--- src/rtl/arm7tdmi_pkg.sv ---
// Shared types and helpers for the ARM7TDMI fetch unit.
package arm7tdmi_pkg;

    typedef enum logic [1:0] {
        IDLE    = 2'd0,
        REQ     = 2'd1,
        DISCARD = 2'd2
    } fetch_state_t;

    typedef struct packed {
        logic [31:0] instr;
        logic [31:0] pc;
    } fetch_entry_t;

    localparam logic [31:0] ARM_STEP   = 32'd4;
    localparam logic [31:0] THUMB_STEP = 32'd2;

    // Branch targets are forced to the natural alignment of the instruction set.
    function automatic logic [31:0] align_target(input logic [31:0] addr, input logic thumb);
        return thumb ? {addr[31:1], 1'b0} : {addr[31:2], 2'b00};
    endfunction

endpackage

--- src/rtl/arm7tdmi_prefetch_fifo.sv ---
// Small circular prefetch buffer; clear wins over push/pop, push is allowed when full only alongside a pop.
module arm7tdmi_prefetch_fifo
    import arm7tdmi_pkg::*;
#(
    parameter int DEPTH = 2
) (
    input  logic                         clk,
    input  logic                         rst_n,
    input  logic                         clear,
    input  logic                         push,
    input  logic                         pop,
    input  fetch_entry_t                 din,
    output fetch_entry_t                 dout,
    output logic                         full,
    output logic                         empty,
    output logic [$clog2(DEPTH+1)-1:0]   count
);

    localparam int AW = $clog2(DEPTH);
    localparam int CW = $clog2(DEPTH + 1);

    fetch_entry_t  mem [DEPTH];
    logic [AW-1:0] wr_ptr;
    logic [AW-1:0] rd_ptr;
    logic          do_push;
    logic          do_pop;

    assign empty   = (count == '0);
    assign full    = (count == CW'(DEPTH));
    assign do_pop  = pop && !empty;
    assign do_push = push && (!full || do_pop);

    always_ff @(posedge clk) begin
        if (!rst_n || clear) begin
            wr_ptr <= '0;
            rd_ptr <= '0;
            count  <= '0;
        end else begin
            if (do_push) wr_ptr <= wr_ptr + 1'b1;
            if (do_pop)  rd_ptr <= rd_ptr + 1'b1;
            case ({do_push, do_pop})
                2'b10:   count <= count + 1'b1;
                2'b01:   count <= count - 1'b1;
                default: count <= count;
            endcase
        end
    end

    // Storage needs no reset: the head is only looked at while count is non-zero.
    always_ff @(posedge clk) begin
        if (rst_n && !clear && do_push) mem[wr_ptr] <= din;
    end

    assign dout = mem[rd_ptr];

endmodule

--- src/rtl/arm7tdmi_fetch.sv ---
// ARM7TDMI instruction fetch: one outstanding memory request feeding the prefetch FIFO.
// Thumb halfword fetch is compiled in only when ARM7_FETCH_THUMB_EN is defined.
module arm7tdmi_fetch
    import arm7tdmi_pkg::*;
#(
    parameter logic [31:0] RESET_VECTOR = 32'h0000_0000,
    parameter int          FIFO_DEPTH   = 2
) (
    input  logic        clk,
    input  logic        rst_n,
    input  logic        stall,
    input  logic        flush,
    input  logic [31:0] branch_target,
    input  logic        thumb_mode,
    output logic [31:0] mem_addr,
    output logic        mem_req,
    input  logic [31:0] mem_rdata,
    input  logic        mem_ready,
    output logic [31:0] instruction,
    output logic [31:0] pc_out,
    output logic        instr_valid
);

    localparam int            CW        = $clog2(FIFO_DEPTH + 1);
    localparam logic [CW-1:0] LAST_SLOT = CW'(FIFO_DEPTH - 1);

    fetch_state_t  state;
    fetch_state_t  state_d;
    logic [31:0]   fetch_pc;
    logic [31:0]   discard_addr;
    logic [31:0]   step;
    logic [31:0]   push_instr;
    logic [31:0]   target;
    logic          push;
    logic          pop;
    logic          full;
    logic          empty;
    logic          room_after;
    logic [CW-1:0] count;
    fetch_entry_t  push_entry;
    fetch_entry_t  head;

`ifdef ARM7_FETCH_THUMB_EN
    always_comb begin
        step       = thumb_mode ? THUMB_STEP : ARM_STEP;
        push_instr = mem_rdata;
        if (thumb_mode)
            push_instr = {16'h0000, fetch_pc[1] ? mem_rdata[31:16] : mem_rdata[15:0]};
    end
    assign target = align_target(branch_target, thumb_mode);
`else
    logic unused_thumb;
    assign unused_thumb = thumb_mode;
    assign step         = ARM_STEP;
    assign push_instr   = mem_rdata;
    assign target       = align_target(branch_target, 1'b0);
`endif

    assign push       = (state == REQ) && mem_ready && !flush;
    assign pop        = !empty && !stall && !flush;
    // Keep requesting back-to-back only if the entry being pushed leaves a free slot.
    assign room_after = pop || (count < LAST_SLOT);
    assign push_entry = '{instr: push_instr, pc: fetch_pc};

    arm7tdmi_prefetch_fifo #(
        .DEPTH (FIFO_DEPTH)
    ) u_fifo (
        .clk   (clk),
        .rst_n (rst_n),
        .clear (flush),
        .push  (push),
        .pop   (pop),
        .din   (push_entry),
        .dout  (head),
        .full  (full),
        .empty (empty),
        .count (count)
    );

    always_ff @(posedge clk) begin
        if (!rst_n) state <= IDLE;
        else        state <= state_d;
    end

    always_comb begin
        state_d = state;
        if (flush) begin
            state_d = (mem_req && !mem_ready) ? DISCARD : REQ;
        end else begin
            case (state)
                IDLE:    if (!full) state_d = REQ;
                REQ:     if (mem_ready && !room_after) state_d = IDLE;
                DISCARD: if (mem_ready) state_d = REQ;
                default: state_d = IDLE;
            endcase
        end
    end

    // The abandoned request keeps its address on the bus until memory answers it.
    always_comb begin
        mem_req  = (state != IDLE);
        mem_addr = (state == DISCARD) ? discard_addr : {fetch_pc[31:2], 2'b00};
    end

    always_ff @(posedge clk) begin
        if (!rst_n) begin
            fetch_pc     <= RESET_VECTOR;
            discard_addr <= '0;
        end else begin
            if (flush && state != DISCARD) discard_addr <= mem_addr;
            if (flush)     fetch_pc <= target;
            else if (push) fetch_pc <= fetch_pc + step;
        end
    end

    assign instr_valid = !empty;
    assign instruction = empty ? 32'h0 : head.instr;
    assign pc_out      = empty ? 32'h0 : head.pc;

endmodule

--- config.mk ---
export PLATFORM = sky130hd
export DESIGN_NAME = arm7tdmi_fetch
export DESIGN_NICKNAME = d
export VERILOG_FILES = /design/src/rtl/arm7tdmi_pkg.sv /design/src/rtl/arm7tdmi_prefetch_fifo.sv /design/src/rtl/arm7tdmi_fetch.sv
export SDC_FILE = /design/constraint.sdc
export NUM_CORES = 1
export LEC_CHECK = 0
export ABC_AREA = 1
export BUFFER_PORTS_ARGS = -buffer_cell sky130_fd_sc_hd__buf_2
export CORE_MARGIN = 4
export CORE_UTILIZATION = 44
export DETAILED_ROUTE_END_ITERATION = 12
export PLACE_DENSITY = 0.66
export SYNTH_ARGS = -nofsm -noshare
export SYNTH_HDL_FRONTEND = slang
export SYNTH_SLANG_ARGS = --single-unit
export TNS_END_PERCENT = 10
--- constraint.sdc ---
create_clock -name clk -period 6.3 [get_ports clk]
set_clock_uncertainty 0.05 [all_clocks]
set_input_delay 0.945 -clock clk [delete_from_list [all_inputs] [get_ports clk]]
set_output_delay 0.945 -clock clk [all_outputs]
set_load 0.005 [all_outputs]
# Word-level counts from Yosys, hierarchy flattened
# Memories as Yosys holds them, arrays and structs flattened. A register that Yosys moved wholly into a read port is not among the register bits.
# Cells that the tools add are included.
totals:
  ff_bits: 70
  ram_bits: 128
  input_bits: 70
  output_inout_bits: 98
  word_cells: 68
  memories: 1
memory_table:
  columns: ["name", "depth", "word_bits", "read_ports", "rd_clocked_by_memory_dff", "write_ports", "line", "source"]
  rows:
  - ["u_fifo.mem", 2, 64, 1, 1, 1, "arm7tdmi_prefetch_fifo.sv:22", "fetch_entry_t mem [DEPTH];"]
classes:
  add_sub_neg: 5
  order_cmp: 1
  n_eq_ne: 9
  muxes: 16
  bitwise: 1
  reduce_logical: 28
op_table:
  columns: ["cell", "count"]
  rows:
  - ["32-bit 2-to-1 mux", 5]
  - ["32-bit by 3-bit adder with 32-bit output, second input constant", 1]
  - ["1-bit logical AND", 11]
  - ["2-bit 2-to-1 mux", 5]
  - ["1-bit zero test", 7]
  - ["2-bit equality test, second input constant", 3]
  - ["3-bit != test, second input constant", 2]
  - ["2-bit case mux with 3 select lines", 1]
  - ["2-bit nonzero test", 3]
  - ["2-bit by 1-bit equality test with 1-bit output, second input constant", 2]
  - ["2-bit zero test", 2]
  - ["1-bit 2-to-1 mux", 4]
  - ["2-bit case mux with 2 select lines", 1]
  - ["1-bit logical OR", 3]
  - ["3-bit by 2-bit != test with 1-bit output, second input constant", 1]
  - ["3-bit AND reduction", 1]
  - ["1-bit adder, second input constant", 2]
  - ["2-bit by 1-bit adder with 2-bit output, second input constant", 1]
  - ["2-bit by 1-bit < comparator with 1-bit output, second input constant", 1]
  - ["2-bit != test, second input constant", 1]
  - ["2-bit OR reduction", 1]
  - ["2-bit by 1-bit subtractor with 2-bit output, second input constant", 1]
  - ["1-bit NOT", 1]

# Depth between registers and ports, before layout
depth:
  ltp_word: 10
  depth_mapped: 10
  ltp_nobuf: 10

# Modules after synthesis
# From an unflattened synthesis, not the netlist that was laid out.
unflattened:
  cells_unflattened: 941
  hier_area_um2: 9022.4
by_module_without_submodules:
  columns: ["module", "instances", "cells_each", "area_per_inst_um2", "seq_area_each_um2"]
  rows:
  - ["arm7tdmi_prefetch_fifo", 1, 241, 4884.7, 3943.8]
  - ["arm7tdmi_fetch", 1, 700, 4137.7, 1281.2]

# Least setup slack after synthesis
# Ideal clock, no wire load.
synth_timing:
  path_kind: "input port to flip-flop"
  startpoint: "input port stall"
  endpoint: "memory u_fifo.mem[0][10] in the netlist's numbering, enable pin"
  setup_ns: 0.558
  arrival_time_ns: 5.693
  t_required_ns: 5.692
  setup_slack_ns: -0.001
  cell_stages: 5
  path_buffers: 0
  cell_sequence: "nor3_1 -> inv_1 -> nand2_1 -> nand2_1 -> nor3_1"
synth_between:
  elab_chain_len: 9
synth_lines:
  columns: ["element", "line", "source"]
  rows:
  - ["start: declaration", "arm7tdmi_fetch.sv:11", "input logic stall,"]
  - ["1-bit zero test", "arm7tdmi_fetch.sv:60", "assign pop = !empty && !stall && !flush;"]
  - ["1-bit logical AND (2 in a row)", "arm7tdmi_fetch.sv:60", null]
  - ["1-bit logical AND", "arm7tdmi_prefetch_fifo.sv:30", "assign do_pop = pop && !empty;"]
  - ["1-bit logical OR", "arm7tdmi_prefetch_fifo.sv:31", "assign do_push = push && (!full || do_pop);"]
  - ["1-bit logical AND", "arm7tdmi_prefetch_fifo.sv:31", null]
  - ["1-bit logical AND", "arm7tdmi_prefetch_fifo.sv:51", "if (rst_n && !clear && do_push) mem[wr_ptr] <= din;"]
  - ["1-bit 2-to-1 mux", "arm7tdmi_prefetch_fifo.sv:51", null]
  - ["1-bit 2-to-1 mux (not written as such)", "arm7tdmi_prefetch_fifo.sv:51", null]
  - ["end: declaration", "arm7tdmi_prefetch_fifo.sv:22", null]
# No other way between the ends.

==> results_dict.tcl <==
set metrics [dict create \
    clock-sinks 193 \
    final_layout_size_suffix_gt1_frac 0.211 \
    detail_route.iter0.violations 370 \
    power_density_mw_per_mm2 266 \
    startpoint_type "flop" \
    place_hpwl_mm 13.6 \
    dpl-instance-area_mm2 0.00950 \
    yosysSeqAreaShare 0.600 \
    place_congestion 0.889 \
    whs_ns 0.399 \
    synth-seq-cells 193 \
    die_area_mm2 0.0216 \
    syn_inst 935 \
    reg2reg_setup_slack_ns 3.58 \
    antenna_found_initial 0 \
    yosysTopAreaCell "edfxtp_1" \
    clock_latency_ns 0.43 \
    ctsLongestPathBuffers 2 \
    cts_resized 0 \
    first_pass_iters 6 \
    async_flop_share 0 \
    drv_cap 0 \
    cts_setup_buffers 0 \
    finalInstanceArea_mm2 0.0101 \
    final.setup.tns_ns 0 \
    fin_crit_ns 3.35 \
    fmax_mhz 299 \
    antenna_left 0 \
    antenna_cells 0 \
    place_inst 1318 \
    clockRootBuffer "clkbuf_16" \
    wl_mm 20.6 \
    htree_levels 4 \
    routed_via_density 4.98 \
    worstPathCellList "buf_4 -> inv_2 -> nor2_1 -> nor2_1 -> buf_2" \
    start_util 0.451 \
    cp_slowest_cell "inv_2" \
    finalWorstSetupSlack_ns 2.95 \
    leakage_nw 4.11 \
    area_growth_pct 18.6 \
    status "complete, no violations" \
    cts_tree "yes" \
    ctsHoldBuffers 0 \
    yosys_warnings 0 \
    final_nets 1151 \
    rsz0062_at_grt "false" \
    grt_overflow_total 0 \
    rows 50 \
    dieWidth_um 147 \
    grt_max_degree 64 \
    timing.final.crit_share 0.532 \
    crit_top_cell "nor2_1" \
    detailedPlace.worstSlack_ns 2.97 \
    avgSynthCellArea_um2 9.09 \
    numCtsBuffers 17 \
    drc 0 \
    finalHoldViolCount 0 \
    worst_pin_slew_ns 1.12 \
    num_vias 6728 \
    synth_edf_count 124 \
    max_slew_margin 0.251 \
    crit_type "reg -> out" \
    drv_slew 0 \
    pin_count 168 \
    synth_top_cells_by_area "edfxtp_1, dfxtp_1, nor2_1, nand2_1, o21ai_0" \
    dieHeight_um 147 \
    port_buffers 162 \
    critPathMaxStageDelay_ns 0.87 \
    irDropWorstVdd_uv 190 \
    ys.flop_type "edfxtp_1" \
    grt_usage 0.191 \
    yosysUniqueCellTypes 32 \
    grt_pass1_wl_mm 32.6 \
    avgRoutedWirePerCell_um 15.3 \
    core_mm2 0.0188 \
    finalNonFillerCells 1350 \
    hp-class "reg -> reg" \
    worst_ep_required_time_ns 5.30 \
    arrival_ns 2.35 \
    grt_pass1_vias 6215 \
    worstPathMaxFanout 63 \
    clk_pin_slew_worst_paths_ns 0.08 \
    setup_viol 0 \
    crit_path_end_kind "output port" \
    synthesis.area_mm2 0.00850 \
    synth_top_area_frac 0.438 \
]
==> final timing paths <==
check,start,endpoint,cells after the start
worst max-delay path,flop,pc_out[24],5
worst max register to register,u_fifo.count[0],u_fifo.mem[0][32],8
worst min-delay path,discard_addr[0],discard_addr[0],2
worst min register to register,discard_addr[0],discard_addr[0],2
==> cell usage after synthesis, types with 2 or more instances <==
master and n:
nor2_1 204, nand2_1 164, edfxtp_1 124, o21ai_0 122
dfxtp_1 69, inv_1 61, a21oi_1 29, clkbuf_1 29
a211oi_1 28, nand3_1 23, buf_2 11, xor2_1 11
a31oi_1 9, buf_4 6, nor2_4 6, nor3_1 6
inv_2 5, nor2_2 5, ha_1 4, nand2_2 4
nand3_2 2, nand4_1 2, o211ai_1 2
==> worst max-delay path, delay by kind of cell, from the launching register on <==
kind / cells / cell delay (ns)
simple gates: 2 / 0.27
buf+inv: 3 / 1.30
flops: 1 / 0.31
==> registers in the layout, indices dropped and copies added, names as in the netlist, named ones only <==
register	count
discard_addr	32
state	2
u_fifo.rd_ptr	1
fetch_pc	30
u_fifo.wr_ptr	1
u_fifo.count	2
u_fifo.mem	124
==> where the power goes <==
| group | internal [W] | switching (W) | total, W |
|---|---|---|---|
| registers | 0.00138 | 0.0000327 | 0.00141 |
| clock network | 0.000565 | 0.000501 | 0.00107 |
| logic | 0.0000738 | 0.000126 | 0.000200 |
| total | 0.00202 | 0.000660 | 0.00268 |
==> cell usage in the layout (no fill, tap or decap), types with 7 or more instances in the layout <==
cell and n:
a31oi_1 9, o21ai_0 122, nor2_1 204, a21oi_1 29, buf_4 7, nand3_1 23, a211oi_1 28, buf_2 162
nand2_1 164, clkbuf_16 17, inv_1 61, xor2_1 11, nor2_4 7, edfxtp_1 124, dfxtp_1 68
==> per-stage QoR <==
| stage | power, W | utilization |
|---|---|---|
| after global routing | 0.00279 | 0.536 |
| after global placement | 0.00164 | 0.504 |
| after detailed placement | 0.00164 | 0.504 |
| final | 0.00268 | 0.536 |
| after CTS | 0.00271 | 0.536 |
| after floorplan | 0.00155 | - |
==> cell type report <==
class | count | area, um2
clock buffer | 17 | 425
clock inverter | 15 | 164
fill | 1730 | 8740
inverter | 66 | 248
multi-input combinational | 630 | 2950
sequential | 193 | 5110
tap | 260 | 325
timing repair buffer | 169 | 863
==> logic make-up (layout without fill, tap and decap cells) <==
group,count (synthesis),in the layout,share of synthesized area
adders and majority gates,4,4,0.00589
AOI/OAI and AO/OA,192,192,0.124
and+or+nand+nor,421,421,0.204
xor gates and xnor gates,11,11,0.0113
buffers and inverters,113,267,0.0543
DFF,193,193,0.600
other,1,2,0.000441
==> layer usage <==
layer / global-route usage / wire [um] / up-vias
met3: 0.0367 / 1230 / 28
met1: 0.277 / 9740 / 3089
li1: - / - / 3412
met5: 0 / 0 / -
met2: 0.289 / 9280 / 199
met4: 0.0615 / 371 / 0
Power figures use the tool's default switching activity.
